### src/rtl/bc_polinomio.sv
// Control block for the 16-bit polynomial datapath.
// Sequences one Horner evaluation s = ((a*x) + b)*x + c over five busy cycles,
// then holds pronto until the 4-phase inicio handshake is closed.
// Moore machine: every output is a pure decode of the state register.

module bc_polinomio (
    input  logic       clk,
    input  logic       rst_n,
    input  logic       inicio,
    output logic [1:0] m0,
    output logic [1:0] m1,
    output logic [1:0] m2,
    output logic       lx,
    output logic       ls,
    output logic       lh,
    output logic       h,
    output logic       pronto,
    output logic       ocupado
);

    // Constant mux selects (m0)
    localparam logic [1:0] KZero = 2'd0;
    localparam logic [1:0] KA    = 2'd1;
    localparam logic [1:0] KB    = 2'd2;
    localparam logic [1:0] KC    = 2'd3;

    // Operand-B mux selects (m1)
    localparam logic [1:0] BConst = 2'd0;
    localparam logic [1:0] BXReg  = 2'd1;

    // Operand-A mux selects (m2)
    localparam logic [1:0] AXReg  = 2'd0;
    localparam logic [1:0] AConst = 2'd1;
    localparam logic [1:0] ASReg  = 2'd2;

    // ULA operations
    localparam logic OpAdd = 1'b0;
    localparam logic OpMul = 1'b1;

    // Encoding 3'd7 is unused and falls back to StIdle
    typedef enum logic [2:0] {
        StIdle     = 3'd0,
        StCarregaX = 3'd1,
        StMulA     = 3'd2,
        StSomaB    = 3'd3,
        StMulX     = 3'd4,
        StSomaC    = 3'd5,
        StPronto   = 3'd6
    } state_e;

    state_e state_q;
    state_e state_d;

    // State register; reset forces IDLE without waiting for a clock edge
    always_ff @(posedge clk or negedge rst_n) begin
        if (!rst_n) begin
            state_q <= StIdle;
        end else begin
            state_q <= state_d;
        end
    end

    // Next-state logic; inicio only matters in IDLE and PRONTO
    always_comb begin
        state_d = StIdle;
        case (state_q)
            StIdle:     state_d = inicio ? StCarregaX : StIdle;
            StCarregaX: state_d = StMulA;
            StMulA:     state_d = StSomaB;
            StSomaB:    state_d = StMulX;
            StMulX:     state_d = StSomaC;
            StSomaC:    state_d = StPronto;
            StPronto:   state_d = inicio ? StPronto : StIdle;
            default:    state_d = StIdle;
        endcase
    end

    // Output decode from state only; lh stays low since h reg is never used
    always_comb begin
        m0      = KZero;
        m1      = BConst;
        m2      = AXReg;
        lx      = 1'b0;
        ls      = 1'b0;
        lh      = 1'b0;
        h       = OpAdd;
        pronto  = 1'b0;
        ocupado = 1'b0;
        case (state_q)
            StCarregaX: begin
                lx      = 1'b1;
                ocupado = 1'b1;
            end
            StMulA: begin
                // s <= a * x
                m0      = KA;
                m2      = AConst;
                m1      = BXReg;
                h       = OpMul;
                ls      = 1'b1;
                ocupado = 1'b1;
            end
            StSomaB: begin
                // s <= s + b
                m2      = ASReg;
                m0      = KB;
                m1      = BConst;
                h       = OpAdd;
                ls      = 1'b1;
                ocupado = 1'b1;
            end
            StMulX: begin
                // s <= s * x
                m2      = ASReg;
                m1      = BXReg;
                h       = OpMul;
                ls      = 1'b1;
                ocupado = 1'b1;
            end
            StSomaC: begin
                // s <= s + c
                m2      = ASReg;
                m0      = KC;
                m1      = BConst;
                h       = OpAdd;
                ls      = 1'b1;
                ocupado = 1'b1;
            end
            StPronto: begin
                pronto = 1'b1;
            end
            default: begin
            end
        endcase
    end

endmodule
### config.mk
export PLATFORM = sky130hd
export DESIGN_NAME = bc_polinomio
export DESIGN_NICKNAME = d
export VERILOG_FILES = /design/src/rtl/bc_polinomio.sv
export SDC_FILE = /design/constraint.sdc
export NUM_CORES = 1
export LEC_CHECK = 0
export CAP_MARGIN = 10
export CORE_AREA = 4 4 41 43
export DETAILED_ROUTE_END_ITERATION = 8
export DIE_AREA = 0 0 45 47
export PLACE_DENSITY_LB_ADDON = 0.2
export SLEW_MARGIN = 20
export SYNTH_ARGS = -nofsm -noshare
export SYNTH_HDL_FRONTEND = slang
export SYNTH_SLANG_ARGS = --single-unit
### constraint.sdc
create_clock -name clk -period 1.4 [get_ports clk]
set_clock_uncertainty 0.05 [all_clocks]
set_input_delay 0.28 -clock clk [delete_from_list [all_inputs] [get_ports clk]]
set_output_delay 0.28 -clock clk [all_outputs]
set_load 0.05 [all_outputs]
### Yosys cells after proc, flatten, opt, wreduce, memory -nomap -nowiden

Index checks and enable logic that the tools add are counted.

* memories kept: 0
* RAM bits: 0
* logic and storage cells: 23
* input bits: 3
* register bits after elaboration: 3
* memory bits (read-only): 0
* latch bits: 0

* div/mod/pow operators: 0
* shifts and indexed selects: 0
* muxes and demuxes: 11
* add/sub/neg operators: 0
* reductions and logical operators: 5
* bitwise operators: 0
* magnitude comparators: 0
* $mul: 0
* equality and inequality tests: 6

Operators with widths (count)
* $pmux 3 s7: 1
* $eq 3x3->1 const B: 3
* $mux 1: 7
* $eq 3x2->1 const B: 2
* $pmux 2 s3: 1
* $reduce_or 5->1: 1
* $pmux 2 s2: 1
* $reduce_or 4->1: 1
* $eq 3x1->1 const B: 1
* $logic_not 3->1: 1
* $mux 3: 1
* $reduce_or 3->1: 1
* $reduce_or 2->1: 1

### Logic depth before layout (Yosys ltp)

* word-level depth: 3
* depth in mapped cells: 4
* mapped depth without buffers: 3

### Worst setup path before layout

OpenSTA, ideal clock, no wires.

* kind: flip-flop to output port
* start: register state_q[2]
* end: output port lx
* arrival: 1741 ps
* path slack: -671 ps
* cell stages (with the launch flop): 3
* path buffers: 1
* data required time: 1070 ps
* path through: dfrtp_1 buf_6 nor3b_1

* cells in the longest elaborated chain, start to end: 2

RTL lines
* from (decl): RTL line 51 `state_e state_q;`
* from (signal assigned): RTL line 57 `state_q <= StIdle;`
* from (signal assigned): RTL line 59 `state_q <= state_d;`
* $eq 3x1->1: RTL line 89 `case (state_q)`
* $mux 1: RTL line 89
* to (decl): RTL line 13 `output logic lx,`

Every way passes these cells.

### Final worst setup path

* start: register state_q[2]
* end: output port m0[0]

* cells in the longest elaborated chain, start to end: 2
* elaborated cells between the ends (all ways): 4
* those cells by class: eq/ne: 3; mux: 1

RTL lines
* $eq 3x3->1 or $eq 3x2->1 (tied branches): RTL line 89
* $pmux 2 s3 *: RTL line 89
* to (decl): RTL line 10 `output logic [1:0] m0,`

Mark *: on every way between the ends. The rest lies on a longest branch, timed or not.

==> impl_metrics.yaml <==
detailed_routing:
  first_iter_violations: 0
  drc: 0
  dr_total_vias: 305
  ant_nets: 0
  vias_per_cell: 4.236
  drtPass1Iterations: 1
  drt_wl_total_um: 815
  drt-wirelength-per-cell_um: 11.32
sta:
  setup_slack_ns: -0.2246
  hold_viol: 0
  finalSetupViolCount: 10
  fin_crit_sh_pct: 116.0
  final_max_slew_viol_count: 0
  finalCriticalPeriod_ns: 1.625
  tns_ns: -1.851
  fmax_mhz: 615.5
  grt_setup_unrepaired: "true"
setup_path:
  critPathMaxStageDelay_ns: 0.45
  r2r-start: "state_q[1]"
  required_ns: 1.07
  cp.arrival_ns: 1.29
  regToRegSetupSlack_ns: 0.17
  timing.critical_path.fanout_max: 5
  reg2reg_depth: 5
  worstSetupStartpointType: "register"
  cp_num_buf_inv: 3
  cp_slowest_cell: "dfrtp_2"
  rr_endpoint: "state_q[2]"
  critical_path_class: "register to output pin"
  path_cells: "buf_6 > buf_4 > a21o_4 > buf_12"
  crit_family: "flip-flops"
  cp_num_cells: 4
  endpoint_kind: "output pin"
synthesis:
  synth_commonest_cells: "3 x buf_4, 3 x dfrtp_1"
  postSynthCellCount: 33
  ys.warnings.count: 0
  avgSynthCellArea_sq_um: 8.948
  ys_async_sr_fraction_pct: 100.0
  ys_dominant_reg_cell: "dfrtp_1"
  synth_top_cell_by_area: "dfrtp_1"
  synth_seq_area_share_pct: 25.42
  synth_top_area_share_pct: 25.42
  synth-seq-cells: 3
  synth.area.top_cells: "dfrtp_1 25%, buf_4 7.6%, buf_6 7.6%"
  synth_edf_count: 0
  synth.cell_area_sq_um: 295.3
  synth.distinct_cells: 23
global_route:
  grtUsageMet1_pct: 8.716
  grt_pass1_vias: 304
  track_usage_pct: 9.033
  grt_start_max_net_pins: 10
  grt.met2_usage_pct: 16.38
  antenna_found_initial: 0
  grt.overflow.total: 0
  top_usage_layer: "met2"
  use_met3_pct: 3.448
  grt_pass1_wl_mm: 1.331
clock_tree:
  clk_latency_ns: 0.23
  clk_pin_slew_ns: 0.04
  cts_root_buf: "clkbuf_4"
  numCtsBuffers: 3
  cts_tree: "done"
  cts_hold_buf: 0
  htreeDepth: 1
  cts.sinks: 3
  clockBufferDepth: 2
placed_design:
  dp.cells: 64
  portBuffers: 12
  dp_hpwl_um: 612.6
  gp_congestion: 0.6249
finish:
  stdcell_count: 72
  syn_to_final_growth_pct: 139.0
  drive_above_1_share_pct: 75.44
  top_register: "state_q"
  final_net_count: 62
  diodes: 0
  top_regs: "state_q: 3 flops"
  largest_reg_flops: 3
outcome:
  violations: "setup timing"
  status: "complete, but fails checks"
die:
  die_y_um: 47
  initial_core_util_pct: 22.69
  core-area_sq_mm: 0.001301
  dieArea_sq_mm: 0.002115
  io_pins: 15
  fp.dieW_um: 45
  rows: 13
min_path:
  hold_class: "input pin to asynchronous set/reset pin"
run:
  cap_violations: 0
[per-layer routing]
metal	vias to the layer above	routed length (um)
li1	152	-
met1	146	303
met2	7	468
met3	0	43
met4	0	0
met5	-	0
[placed cells by master, fill, tap and decap left out, drive strengths merged, types with 2 or more instances in the layout]
master	netlist	routed
nor3b	2	2
nor3	2	2
and2b	2	2
a21o	2	2
a21oi	2	2
nand2b	2	2
conb	1	2
clkbuf	0	4
and2	2	2
clkdlybuf4s50	0	2
buf	6	23
dfrtp	3	3
[layout make-up]
type | instances | area, sq um
multi-input cells | 23 | 239.0
fillers | 131 | 595.6
flip-flops and latches | 3 | 77.57
clock buffers | 4 | 26.28
well taps | 15 | 18.77
repair buffers | 25 | 332.8
inverters | 2 | 11.26
[worst reg2reg max path: stages, from the launching register on]
cell and delay (ns):
dfrtp_2 0.43, buf_6 0.13, buf_4 0.12, buf_4 0.14, a21oi_1 0.16, a31oi_1 0.06
[worst max-delay path by stage]
stage | start | to
floorplan | state_q[2] | lx
global placement | state_q[2] | m2[0]
detailed placement | state_q[2] | m2[0]
CTS | state_q[2] | m2[0]
global route | state_q[2] | m2[0]
finish | state_q[2] | m0[0]
[cells by family after synthesis]
| kind of cell | Yosys count | synth area share, % |
|---|---|---|
| and+or+nand+nor | 12 | 29.24 |
| buffers and inverters | 8 | 19.49 |
| AOI/OAI and AO/OA | 7 | 17.37 |
| DFF | 3 | 25.42 |
| xor gates and xnor gates | 1 | 2.967 |
| adders and majority gates | 1 | 4.237 |
| other | 1 | 1.270 |
[timing repair]
item | 4_1_cts | 5_1_grt
pin swaps | 2 | 2
setup endpoints to repair | 10 | 10
setup buffers | 3 | 1
resized for setup | 7 | 9
[through the flow]
| step | hold slack [ns] | setup WS [ns] | util [%] | cell area [sq um] |
|---|---|---|---|---|
| floorplan | -0.06559 | -0.2081 | - | 346.6 |
| global placement | 0.4191 | 0.00005262 | 45.29 | 589.3 |
| detailed placement | 0.4240 | -0.03809 | 45.29 | 589.3 |
| CTS | 0.1715 | -0.2468 | 51.63 | 671.9 |
| global route | 0.1831 | -0.2832 | 54.23 | 705.7 |
| finish | 0.1783 | -0.2246 | 54.23 | 705.7 |
Power is not shown: default switching activity piles up to over one toggle a cycle in this logic, so the estimate is an artifact.
